<file path="src/rtl/anubis_pkg.sv">
// Shared types and constants for the Anubis round controller and its round counter.
package anubis_pkg;

  localparam int unsigned NMIN   = 4;
  localparam int unsigned NMAX   = 10;
  localparam int unsigned RBASE  = 8;
  localparam int unsigned KIDX_W = 5;

  typedef enum logic [2:0] {
    StIdle,
    StKwait,
    StRound,
    StFinal,
    StHold
  } state_e;

  function automatic logic keylen_legal(input logic [3:0] n);
    return (n >= 4'(NMIN)) && (n <= 4'(NMAX));
  endfunction

endpackage

</file>
<file path="src/rtl/anubis_round_counter.sv">
// Round counter r, round count R = 8 + N, latched mode and the round-key index mapping.
module anubis_round_counter
  import anubis_pkg::*;
(
  input  logic              clk,
  input  logic              rst_n,
  input  logic              i_load,
  input  logic              i_decrypt,
  input  logic [3:0]        i_keylen,
  input  logic              i_inc,
  input  logic              i_clear,
  output logic [KIDX_W-1:0] o_key_idx,
  output logic              o_pre_final,
  output logic              o_at_final,
  output logic              o_mode
);

  logic [KIDX_W-1:0] r_round;
  logic [KIDX_W-1:0] r_nrounds;
  logic              r_mode;
  logic [KIDX_W-1:0] w_nrounds_in;

  assign w_nrounds_in = KIDX_W'(RBASE) + {1'b0, i_keylen};

  always_ff @(posedge clk or negedge rst_n) begin
    if (!rst_n) begin
      r_round   <= '0;
      r_nrounds <= '0;
      r_mode    <= 1'b0;
    end else if (i_clear) begin
      r_round   <= '0;
      r_nrounds <= '0;
      r_mode    <= 1'b0;
    end else if (i_load) begin
      r_round   <= KIDX_W'(1);
      r_nrounds <= w_nrounds_in;
      r_mode    <= i_decrypt;
    end else if (i_inc && (r_round < r_nrounds)) begin
      // Saturates at R so the counter can never wrap.
      r_round <= r_round + KIDX_W'(1);
    end
  end

  // During the accept cycle the index is derived from the request itself.
  always_comb begin
    o_key_idx = r_round;
    if (i_load) begin
      o_key_idx = i_decrypt ? w_nrounds_in : '0;
    end else if (r_mode) begin
      o_key_idx = r_nrounds - r_round;
    end
  end

  assign o_pre_final = (r_round == (r_nrounds - KIDX_W'(1)));
  assign o_at_final  = (r_round == r_nrounds) && (r_nrounds != '0);
  assign o_mode      = r_mode;

endmodule

</file>
<file path="src/rtl/anubis_round_controller.sv">
// Anubis round sequencer: request handshake, key-wait stalls and result hold.
module anubis_round_controller
  import anubis_pkg::*;
(
  input  logic              clk,
  input  logic              rst_n,
  input  logic              in_valid,
  output logic              in_ready,
  input  logic              in_decrypt,
  input  logic [3:0]        in_keylen,
  input  logic              key_ready,
  output logic              out_valid,
  input  logic              out_ready,
  output logic              ctl_load,
  output logic              ctl_round_en,
  output logic              ctl_last_round,
  output logic [KIDX_W-1:0] ctl_key_idx,
  output logic              ctl_decrypt,
  output logic              busy,
  output logic              err_keylen
);

  state_e            r_state;
  state_e            w_state_next;
  logic              r_live;
  logic              w_accept;
  logic              w_load;
  logic              w_inc;
  logic              w_clear;
  logic [KIDX_W-1:0] w_key_idx;
  logic              w_pre_final;
  logic              w_at_final;
  logic              w_mode;

  // r_live keeps in_ready low until the first clock after reset release.
  always_ff @(posedge clk or negedge rst_n) begin
    if (!rst_n) begin
      r_state <= StIdle;
      r_live  <= 1'b0;
    end else begin
      r_state <= w_state_next;
      r_live  <= 1'b1;
    end
  end

  assign in_ready = (r_state == StIdle) && r_live;
  assign w_accept = in_valid && in_ready;
  assign busy     = (r_state != StIdle);

  always_comb begin
    w_state_next   = r_state;
    w_load         = 1'b0;
    w_inc          = 1'b0;
    w_clear        = 1'b0;
    out_valid      = 1'b0;
    ctl_load       = 1'b0;
    ctl_round_en   = 1'b0;
    ctl_last_round = 1'b0;
    ctl_key_idx    = '0;
    ctl_decrypt    = 1'b0;
    err_keylen     = 1'b0;
    unique case (r_state)
      StIdle: begin
        if (w_accept) begin
          if (keylen_legal(in_keylen)) begin
            w_load       = 1'b1;
            ctl_load     = 1'b1;
            ctl_key_idx  = w_key_idx;
            ctl_decrypt  = in_decrypt;
            w_state_next = StRound;
          end else begin
            err_keylen = 1'b1;
          end
        end
      end
      StRound: begin
        ctl_key_idx = w_key_idx;
        ctl_decrypt = w_mode;
        if (key_ready) begin
          ctl_round_en = 1'b1;
          w_inc        = 1'b1;
          w_state_next = w_pre_final ? StFinal : StRound;
        end else begin
          w_state_next = StKwait;
        end
      end
      StFinal: begin
        ctl_key_idx = w_key_idx;
        ctl_decrypt = w_mode;
        if (key_ready) begin
          ctl_round_en   = 1'b1;
          ctl_last_round = 1'b1;
          w_state_next   = StHold;
        end else begin
          w_state_next = StKwait;
        end
      end
      StKwait: begin
        ctl_key_idx = w_key_idx;
        ctl_decrypt = w_mode;
        // r only reaches R in FINAL, so it identifies the state to resume.
        if (key_ready) begin
          w_state_next = w_at_final ? StFinal : StRound;
        end
      end
      StHold: begin
        out_valid = 1'b1;
        if (out_ready) begin
          w_clear      = 1'b1;
          w_state_next = StIdle;
        end
      end
      default: w_state_next = StIdle;
    endcase
  end

  anubis_round_counter u_round_counter (
    .clk        (clk),
    .rst_n      (rst_n),
    .i_load     (w_load),
    .i_decrypt  (in_decrypt),
    .i_keylen   (in_keylen),
    .i_inc      (w_inc),
    .i_clear    (w_clear),
    .o_key_idx  (w_key_idx),
    .o_pre_final(w_pre_final),
    .o_at_final (w_at_final),
    .o_mode     (w_mode)
  );

endmodule
</file>
<file path="config.mk">
export PLATFORM = sky130hd
export DESIGN_NAME = anubis_round_controller
export DESIGN_NICKNAME = d
export VERILOG_FILES = /design/src/rtl/anubis_pkg.sv /design/src/rtl/anubis_round_counter.sv /design/src/rtl/anubis_round_controller.sv
export SDC_FILE = /design/constraint.sdc
export NUM_CORES = 1
export LEC_CHECK = 0
export ABC_AREA = 1
export BUFFER_PORTS_ARGS = -buffer_cell sky130_fd_sc_hd__buf_2
export CAP_MARGIN = 20
export CORE_MARGIN = 10
export CORE_UTILIZATION = 48
export CTS_CLUSTER_DIAMETER = 60
export CTS_CLUSTER_SIZE = 10
export DETAILED_ROUTE_END_ITERATION = 7
export PLACE_DENSITY_LB_ADDON = 0.2
export SYNTH_ARGS = -nofsm -noshare
export SYNTH_HDL_FRONTEND = slang
export SYNTH_SLANG_ARGS = --single-unit
</file>
<file path="constraint.sdc">
create_clock -name clk -period 1.8 [get_ports clk]
set_input_delay 0.36 -clock clk [delete_from_list [all_inputs] [get_ports clk]]
set_output_delay 0.36 -clock clk [all_outputs]
set_load 0.01 [all_outputs]
</file>
==> flow_summary.toml, run 1 <==
[routing]
finalWirelength_mm = 3.93
vias_per_cell = 5.29
dr.pass1.iters = 4
route.detailed.drc = 0
ant_nets = 0
detail_route.wl_per_cell_um = 14.4
vias = 1439
drt_iter0_drc = 93

[placed_design]
portBuffers = 22
hpwlAfterDp_mm = 2.97
dpl_cell_area_um2 = 1580
dp_cells = 262
gp_congestion = 0.915

[clocking]
clk_pin_slew_ns = 0.10
cts_root_buffer = "clkbuf_4"
cts_num_sinks = 15
clk_latency_ns = 0.29
clk_path_buf_depth = 2
cts-htree-levels = 1
tritoncts = "done"
cts_made_buffers = 3

[status]
status = "finished with violations"
violations = "setup timing"

[global_routing]
grtUsageTotal_pct = 14.8
first_global_vias = 1379
grt_pass1_wl_mm = 6.40
grt_max_degree = 16
antenna_found_initial = 0
grt-ovfl-total = 0

[sta]
tns_ns = -2.11
finalHoldViolations = 0
drv_slew = 0
clock.fmax_mhz = 435
setup_violations = 7
setup_slack_ns = -0.501
clock_skew_ns = 0.00211
rsz0062_at_grt = "true"
fin_crit_ns = 2.30
period_share_pct = 128

[floorplan]
dieHeight_um = 71.5
core_um2 = 2500
die_area_um2 = 5110
die_w_um = 71.5
start_util_pct = 50.9
ioPinCount = 23
rows = 18

[layout]
fin_nets = 261
instances_no_fill = 272
drive_gt1_share_pct = 34.7
syn_to_final_growth_pct = 38.9
fill_cells = 205
fin_area_um2 = 1770
n_antenna_cell = 0
layout_commonest_cell = "nand2_1"
mostFrequentLayoutCells = "nand2_1 (46), inv_1 (31), buf_4 (26)"
fin_util_pct = 70.6

[yosys]
yosysSeqAreaShare_pct = 29.5
synth-warning-count = 0
post_synth.cell_area_avg_um2 = 6.73
yosys.cell_types.count = 27
ys_ff_latch = 15
syn-cell-area_um2 = 1270
syn_nets = 207
netlist_instances = 189

[pwr]
leakage_nw = 0.976
ir_drop_uv = 1220
finalPower_w = 0.00329
cellPowerDensity_nw_per_um2 = 1870

[job]
drv_cap = 0

[critical_path]
startpoint = "u_round_counter.r_nrounds[0]"
startpoint_type = "register"
crit_path_end_kind = "output port"
criticalPathCategory = "reg -> out"
crit_arrival_ns = 1.94
crit_required_ns = 1.44
r2r-start = "u_round_counter.r_round[4]"
path_max_fanout = 2

[worst_hold_path]
hp-start = "in_keylen[0]"
min_path_type = "in -> reg"
state kept, by name, summed over array words and instances, names as in the netlist:
name and cells:
r_live 1, r_state 3, u_round_counter.o_mode 1, u_round_counter.r_nrounds 5, u_round_counter.r_round 5
critical path, stage by stage, from the launching register on:
cell	delay, ns
dfrtp_1	0.38
inv_2	0.08
ha_4	0.13
inv_2	0.04
fa_2	0.35
nand2_1	0.08
nand2_1	0.06
a21oi_1	0.11
o21ai_1	0.07
o211ai_1	0.08
nand2_1	0.08
o21ai_2	0.05
buf_2	0.14
metrics by stage:
step | worst slack, ns | hold WS (ns)
2_1_floorplan | -0.0404 | 0.0644
3_3_place_gp | -0.171 | 0.285
3_5_place_dp | -0.198 | 0.289
4_1_cts | -0.506 | 0.350
5_1_grt | -0.630 | 0.363
6_report | -0.501 | 0.363
layer usage:
| metal | GRT usage (%) | wire, µm | up-vias |
|---|---|---|---|
| met5 | 0 | 0 | - |
| met4 | 4.95 | 69 | 0 |
| met3 | 3.17 | 240 | 10 |
| met2 | 24.8 | 1950 | 52 |
| met1 | 18.2 | 1670 | 663 |
| li1 | - | - | 714 |
cells by family after synthesis:
kind of cell    share of synthesized area, %
compound gates                          14.5
xor+xnor                                3.45
fa+ha+maj                               8.46
buf+inv                                 12.5
flops                                   29.5
other cells                            0.295
simple gates                            31.3
cell usage after synthesis (all sizes together):
master	n	area, µm²
a21oi	8	40.0
a31oi	1	6.26
buf	1	11.3
clkbuf	1	5.00
conb	1	3.75
dfrtp	15	375
fa	1	20.0
ha	7	87.6
inv	38	143
nand2	51	196
nand3	14	80.1
nand4	3	18.8
nor2	16	75.1
nor3	3	20.0
nor3b	1	7.51
o211a	1	10.0
o211ai	3	22.5
o21ai	12	60.1
o22ai	6	37.5
o31ai	1	7.51
xnor2	2	17.5
xor2	3	26.3
power breakdown:
part           internal, W  leakage (nW)  total, W  switching, W
Sequential        0.000471         0.191  0.000599      0.000128
Combinational      0.00113         0.767   0.00249       0.00136
Clock            0.0000826        0.0177  0.000204      0.000122
Total              0.00168         0.976   0.00329       0.00161
final timing paths:
kind,slack [ns],to,depth (start not counted)
worst max-delay path,-0.50,ctl_key_idx[4],12
worst min-delay path,0.36,u_round_counter.r_nrounds[0],3
worst max register to register,0.08,u_round_counter.r_round[2],10
worst min register to register,0.64,u_round_counter.r_nrounds[4],2
max in group asynchronous,1.05,u_round_counter.r_nrounds[4],2
min in group asynchronous,0.49,u_round_counter.r_round[1],2
layout make-up:
class	instances	area [µm²]	share of cell area [%]
multi-input combinational	134	836	47.3
sequential	15	375	21.3
timing repair buffer	51	344	19.5
inverter	38	145	8.22
tap	30	37.5	2.13
clock buffer	3	22.5	1.28
clock inverter	1	5.00	0.283
what timing repair did:
action / in CTS / in global routing
setup buffers: 4 / 3
endpoints found under the hold margin: 15 / 0
gates resized for setup: 15 / 16
hold buffers: 1 / 0
pin swaps: 7 / 7
setup endpoints to repair: 7 / 14
Power figures use the tool's default switching activity.
==> inputs of run 2 (changes only) <==
Settings changed: SKIP_CTS_REPAIR_TIMING set to 1.
==> run 2 against run 1 <==
Effect of this change: the run still ends with setup timing left; non-clock buffer count is 3 lower; global-route usage is 1.1 points lower; clock-buffer cell count stayed put; sequential power hardly changed; clock power hardly changed; critical path depth stayed put; via count is 1.5% lower; die area stayed put; worst setup slack worse by 0.0021 ns; sequential share of layout area is 0.55 points higher.
==> flow_summary.toml, run 2 (synthesis gave the netlist of run 1 again) <==
[routing]
met1Wirelength_mm = 1.65
finalWirelength_mm = 3.64
top_layer = "met4"
vias_per_cell = 5.27
wl_met2_mm = 1.79
vias = 1418
dr.pass1.iters = 4
detail_route.wl_per_cell_um = 13.5
drt_iter0_drc = 68
ant_nets = 0
met3_length_um = 175
route.detailed.drc = 0

[sta]
setup_slack_ns = -0.503
fin_crit_ns = 2.30
setup_violations = 8
rsz0062_at_grt = "true"
clock.fmax_mhz = 434
finalHoldViolations = 0
drv_slew = 0
clock_skew_ns = 0.00420
period_share_pct = 128

[clocking]
cts_root_buffer = "clkbuf_4"
cts_made_buffers = 3
clk_latency_ns = 0.29
tritoncts = "done"
clk_pin_slew_ns = 0.10
clk_path_buf_depth = 2
cts_num_sinks = 15
cts-htree-levels = 1

[layout]
drive_gt1_share_pct = 32.6
fin_nets = 258
fill_cells = 202
regArea_um2 = 377
syn_to_final_growth_pct = 35.8
mostFrequentLayoutCells = "nand2_1 (48), inv_1 (33), buf_4 (24)"
layout_commonest_cell = "nand2_1"
multi_input_area_um2 = 816
n_antenna_cell = 0
top_regs = "u_round_counter.r_nrounds: 5 flops, u_round_counter.r_round: 5 flops, r_state: 3 flops"

[critical_path]
crit_path_end_kind = "output port"
path_max_fanout = 2
crit_arrival_ns = 1.94
crit_family = "adder cells"
criticalPathCategory = "reg -> out"
crit_required_ns = 1.44
cpPeakStageDelay_ns = 0.38
startpoint_type = "register"
cp_cell_sequence = "inv_2 -> ha_4 -> inv_2 -> fa_2 -> nand2_1 -> nand2_1 -> a21oi_1 -> o21ai_1 -> o211ai_1 -> nand2_1 -> o21ai_2 -> buf_2"
crit_path_top_delay_cell = "dfrtp_1"
cp.buffers_inverters = 3
cp_common_cell = "nand2_1"

[global_routing]
grtUsageTotal_pct = 13.7
grt_pass1_wl_mm = 5.89
first_global_vias = 1292
antenna_found_initial = 0
grt_max_degree = 16
grt-ovfl-total = 0

[placed_design]
hpwlAfterDp_mm = 2.97
gp_congestion = 0.915
portBuffers = 22
pre_cts_slack_ns = -0.198

[floorplan]
core_um2 = 2500
ioPinCount = 23
dieHeight_um = 71.5
die_w_um = 71.5
start_util_pct = 50.9
die_area_um2 = 5110
rows = 18

[job]
drv_cap = 0

[worst_hold_path]
min_path_type = "in -> reg"

[pwr]
ir_drop_uv = 1190
finalPower_w = 0.00313
leakage_nw = 0.957
cellPowerDensity_nw_per_um2 = 1820

[status]
status = "finished with violations"
violations = "setup timing"
==> run 2: changes by cell type in the layout (fill, tap and decap cells not counted), sizes merged <==
cell / previous run / this run
buf: 50 / 47
==> run 2: where the power goes <==
| group | switching (W) | internal (W) |
|---|---|---|
| Combinational | 0.00129 | 0.00105 |
| Clock | 0.000121 | 0.0000827 |
| Sequential | 0.000123 | 0.000473 |
==> run 2: layout make-up <==
type	instances	area share, %
clock inverters	1	0.290
flip-flops and latches	15	21.8
clock buffers	3	1.30
repair buffers	48	18.8
inverters	38	8.41
well taps	30	2.17
multi-input cells	134	47.2
==> run 2: final timing paths <==
check                                              from                           end  slack [ns]  cells after the start
setup / recovery           u_round_counter.r_nrounds[0]                ctl_key_idx[4]       -0.50                     12
hold / removal                             in_keylen[0]  u_round_counter.r_nrounds[0]        0.36                      3
setup reg to reg             u_round_counter.r_round[2]    u_round_counter.r_round[2]        0.04                      9
hold reg to reg                              r_state[0]                    r_state[2]        0.61                      2
max in group asynchronous                         rst_n                    r_state[0]        1.03                      2
min in group asynchronous                         rst_n    u_round_counter.r_round[1]        0.49                      2
==> run 2: per-layer routing <==
| metal | up-vias | GRT usage (%) |
|---|---|---|
| li1 | 709 | - |
| met1 | 658 | 17.1 |
| met2 | 45 | 22.5 |
| met3 | 6 | 2.75 |
| met4 | 0 | 4.95 |
| met5 | - | 0 |
==> run 2: metrics by stage <==
step / cell area, µm² / hold WS, ns / TNS [ns] / utilization [%] / std cells
2_1_floorplan: 1280 / 0.0644 / -0.0404 / - / 189
3_3_place_gp: 1580 / 0.285 / -0.469 / 63.3 / 262
3_5_place_dp: 1580 / 0.289 / -0.492 / 63.3 / 262
4_1_cts: 1610 / -0.0321 / -2.33 / 64.4 / 266
5_1_grt: 1730 / 0.363 / -3.07 / 69.1 / 269
6_report: 1730 / 0.360 / -2.28 / 69.1 / 269
==> run 2: worst reg2reg max path, stage by stage, from the launching register on <==
cell	delay [ns]
dfrtp_1	0.36
inv_1	0.06
ha_1	0.37
a21oi_2	0.08
buf_4	0.13
o211ai_1	0.22
nand3_2	0.15
buf_4	0.17
nand4_1	0.07
nand2_1	0.06
==> inputs of run 3 (changes only) <==
Settings changed: SETUP_SLACK_MARGIN set to 0.15.
==> run 3 against run 2 <==
Effect of this change: the run still ends with setup timing left; worst setup slack got worse by 0.067 ns; sequential power rose by 5.2%; non-clock buffer count rose by 9; hold slack improved by 0.0077 ns; wire length rose by 18%; combinational power rose by 29%; maximum frequency fell by 2.8%; largest power group unchanged; first-iteration DRC count rose by 140%; clock power fell by 2%; power rose by 22%; register-to-register slack barely moved.
==> flow_summary.toml, run 3 (synthesis gave the netlist of run 1 again) <==
[floorplan]
start_util_pct = 50.9
core_um2 = 2500
dieHeight_um = 71.5
die_area_um2 = 5110
ioPinCount = 23
rows = 18
die_w_um = 71.5

[clocking]
clk_pin_slew_ns = 0.10
clk_latency_ns = 0.29
cts_made_buffers = 3
cts_num_sinks = 15
clk_path_buf_depth = 2
cts_root_buffer = "clkbuf_4"
tritoncts = "done"
cts-htree-levels = 1

[global_routing]
grt_max_degree = 16
grt-ovfl-total = 0
grt_pass1_wl_mm = 6.32
first_global_vias = 1377
antenna_found_initial = 0
grtUsageTotal_pct = 14.8

[critical_path]
path_max_fanout = 2
crit_arrival_ns = 2.01
cp_cell_sequence = "inv_2 -> ha_4 -> inv_4 -> fa_2 -> nand2_1 -> nand2_1 -> a21oi_1 -> o21ai_1 -> o211ai_1 -> nand2_1 -> o21ai_2 -> buf_2"
startpoint_type = "register"
crit_path_top_delay_cell = "dfrtp_1"
crit_family = "adder cells"
criticalPathCategory = "reg -> out"
crit_path_end_kind = "output port"
cpPeakStageDelay_ns = 0.38
cp_common_cell = "nand2_1"
cp.buffers_inverters = 3
crit_required_ns = 1.44

[status]
status = "finished with violations"
violations = "setup timing"

[sta]
fin_crit_ns = 2.37
setup_slack_ns = -0.570
setup_violations = 7
rsz0062_at_grt = "true"
clock.fmax_mhz = 422
clock_skew_ns = 0.00683
drv_slew = 0
whs_ns = 0.367
period_share_pct = 132
finalHoldViolations = 0

[worst_hold_path]
min_path_type = "in -> reg"

[routing]
vias_per_cell = 5.46
ant_nets = 0
dr.pass1.iters = 5
route.detailed.drc = 0
drt_iter0_drc = 160
detail_route.wl_per_cell_um = 15.5
vias = 1518
finalWirelength_mm = 4.30

[layout]
fin_util_pct = 78.6
syn_to_final_growth_pct = 54.5
top_regs = "u_round_counter.r_nrounds: 5 flops, u_round_counter.r_round: 5 flops, r_state: 3 flops"
n_antenna_cell = 0
fin_area_um2 = 1960
drive_gt1_share_pct = 45.6
mostFrequentLayoutCells = "nand2_1 (41), buf_4 (27), inv_1 (24)"
layout_commonest_cell = "nand2_1"
fin_nets = 267

[pwr]
cellPowerDensity_nw_per_um2 = 1950
leakage_nw = 1.03
ir_drop_uv = 1380

[placed_design]
hpwlAfterDp_mm = 3.02
dpl_cell_area_um2 = 1590
portBuffers = 22
gp_congestion = 0.936

[job]
drv_cap = 0
## run 3: layout make-up
type / count / area [µm²]
fillers: 158 / 536
multi-input cells: 134 / 952
clock buffers: 4 / 26.3
flip-flops and latches: 15 / 378
inverters: 38 / 150
well taps: 30 / 37.5
repair buffers: 57 / 420
## run 3: final timing paths
check / start / end / slack (ns) / cells after the start
max: u_round_counter.r_nrounds[0] / ctl_key_idx[4] / -0.57 / 12
min: in_keylen[0] / u_round_counter.r_nrounds[0] / 0.37 / 3
max reg2reg: u_round_counter.r_nrounds[3] / u_round_counter.r_round[2] / 0.05 / 10
min reg2reg: u_round_counter.r_nrounds[4] / u_round_counter.r_nrounds[4] / 0.67 / 2
max in group asynchronous: rst_n / r_state[0] / 0.97 / 2
min in group asynchronous: rst_n / u_round_counter.r_round[0] / 0.53 / 2
## run 3: stage by stage
| step | instances | worst slack (ns) | setup TNS (ns) | total power [W] |
|---|---|---|---|---|
| 6_report | 278 | -0.570 | -2.26 | 0.00384 |
| 5_1_grt | 278 | -0.739 | -3.26 | 0.00417 |
| 4_1_cts | 262 | -0.545 | -2.28 | 0.00298 |
| 3_5_place_dp | 258 | -0.211 | -0.294 | 0.00277 |
| 3_3_place_gp | 258 | -0.144 | -0.208 | 0.00270 |
| 2_1_floorplan | 189 | -0.0279 | -0.0279 | 0.00203 |
## run 3: tightest hold or removal path, cell delays in order
cell and delay, ns:
buf_2 0.10, inv_1 0.07, o22ai_1 0.09
## run 3: routing by layer
metal  share of wire [%]  GRT usage [%]
met5                   0              0
met4                 3.3           5.81
met3                 4.9           2.48
met2                  50           24.5
met1                  42           18.6
## run 3: where the power goes
part / leakage (nW) / switching [W] / internal [W]
clock: 0.0150 / 0.000113 / 0.0000861
combinational: 0.822 / 0.00158 / 0.00143
sequential: 0.188 / 0.000151 / 0.000476
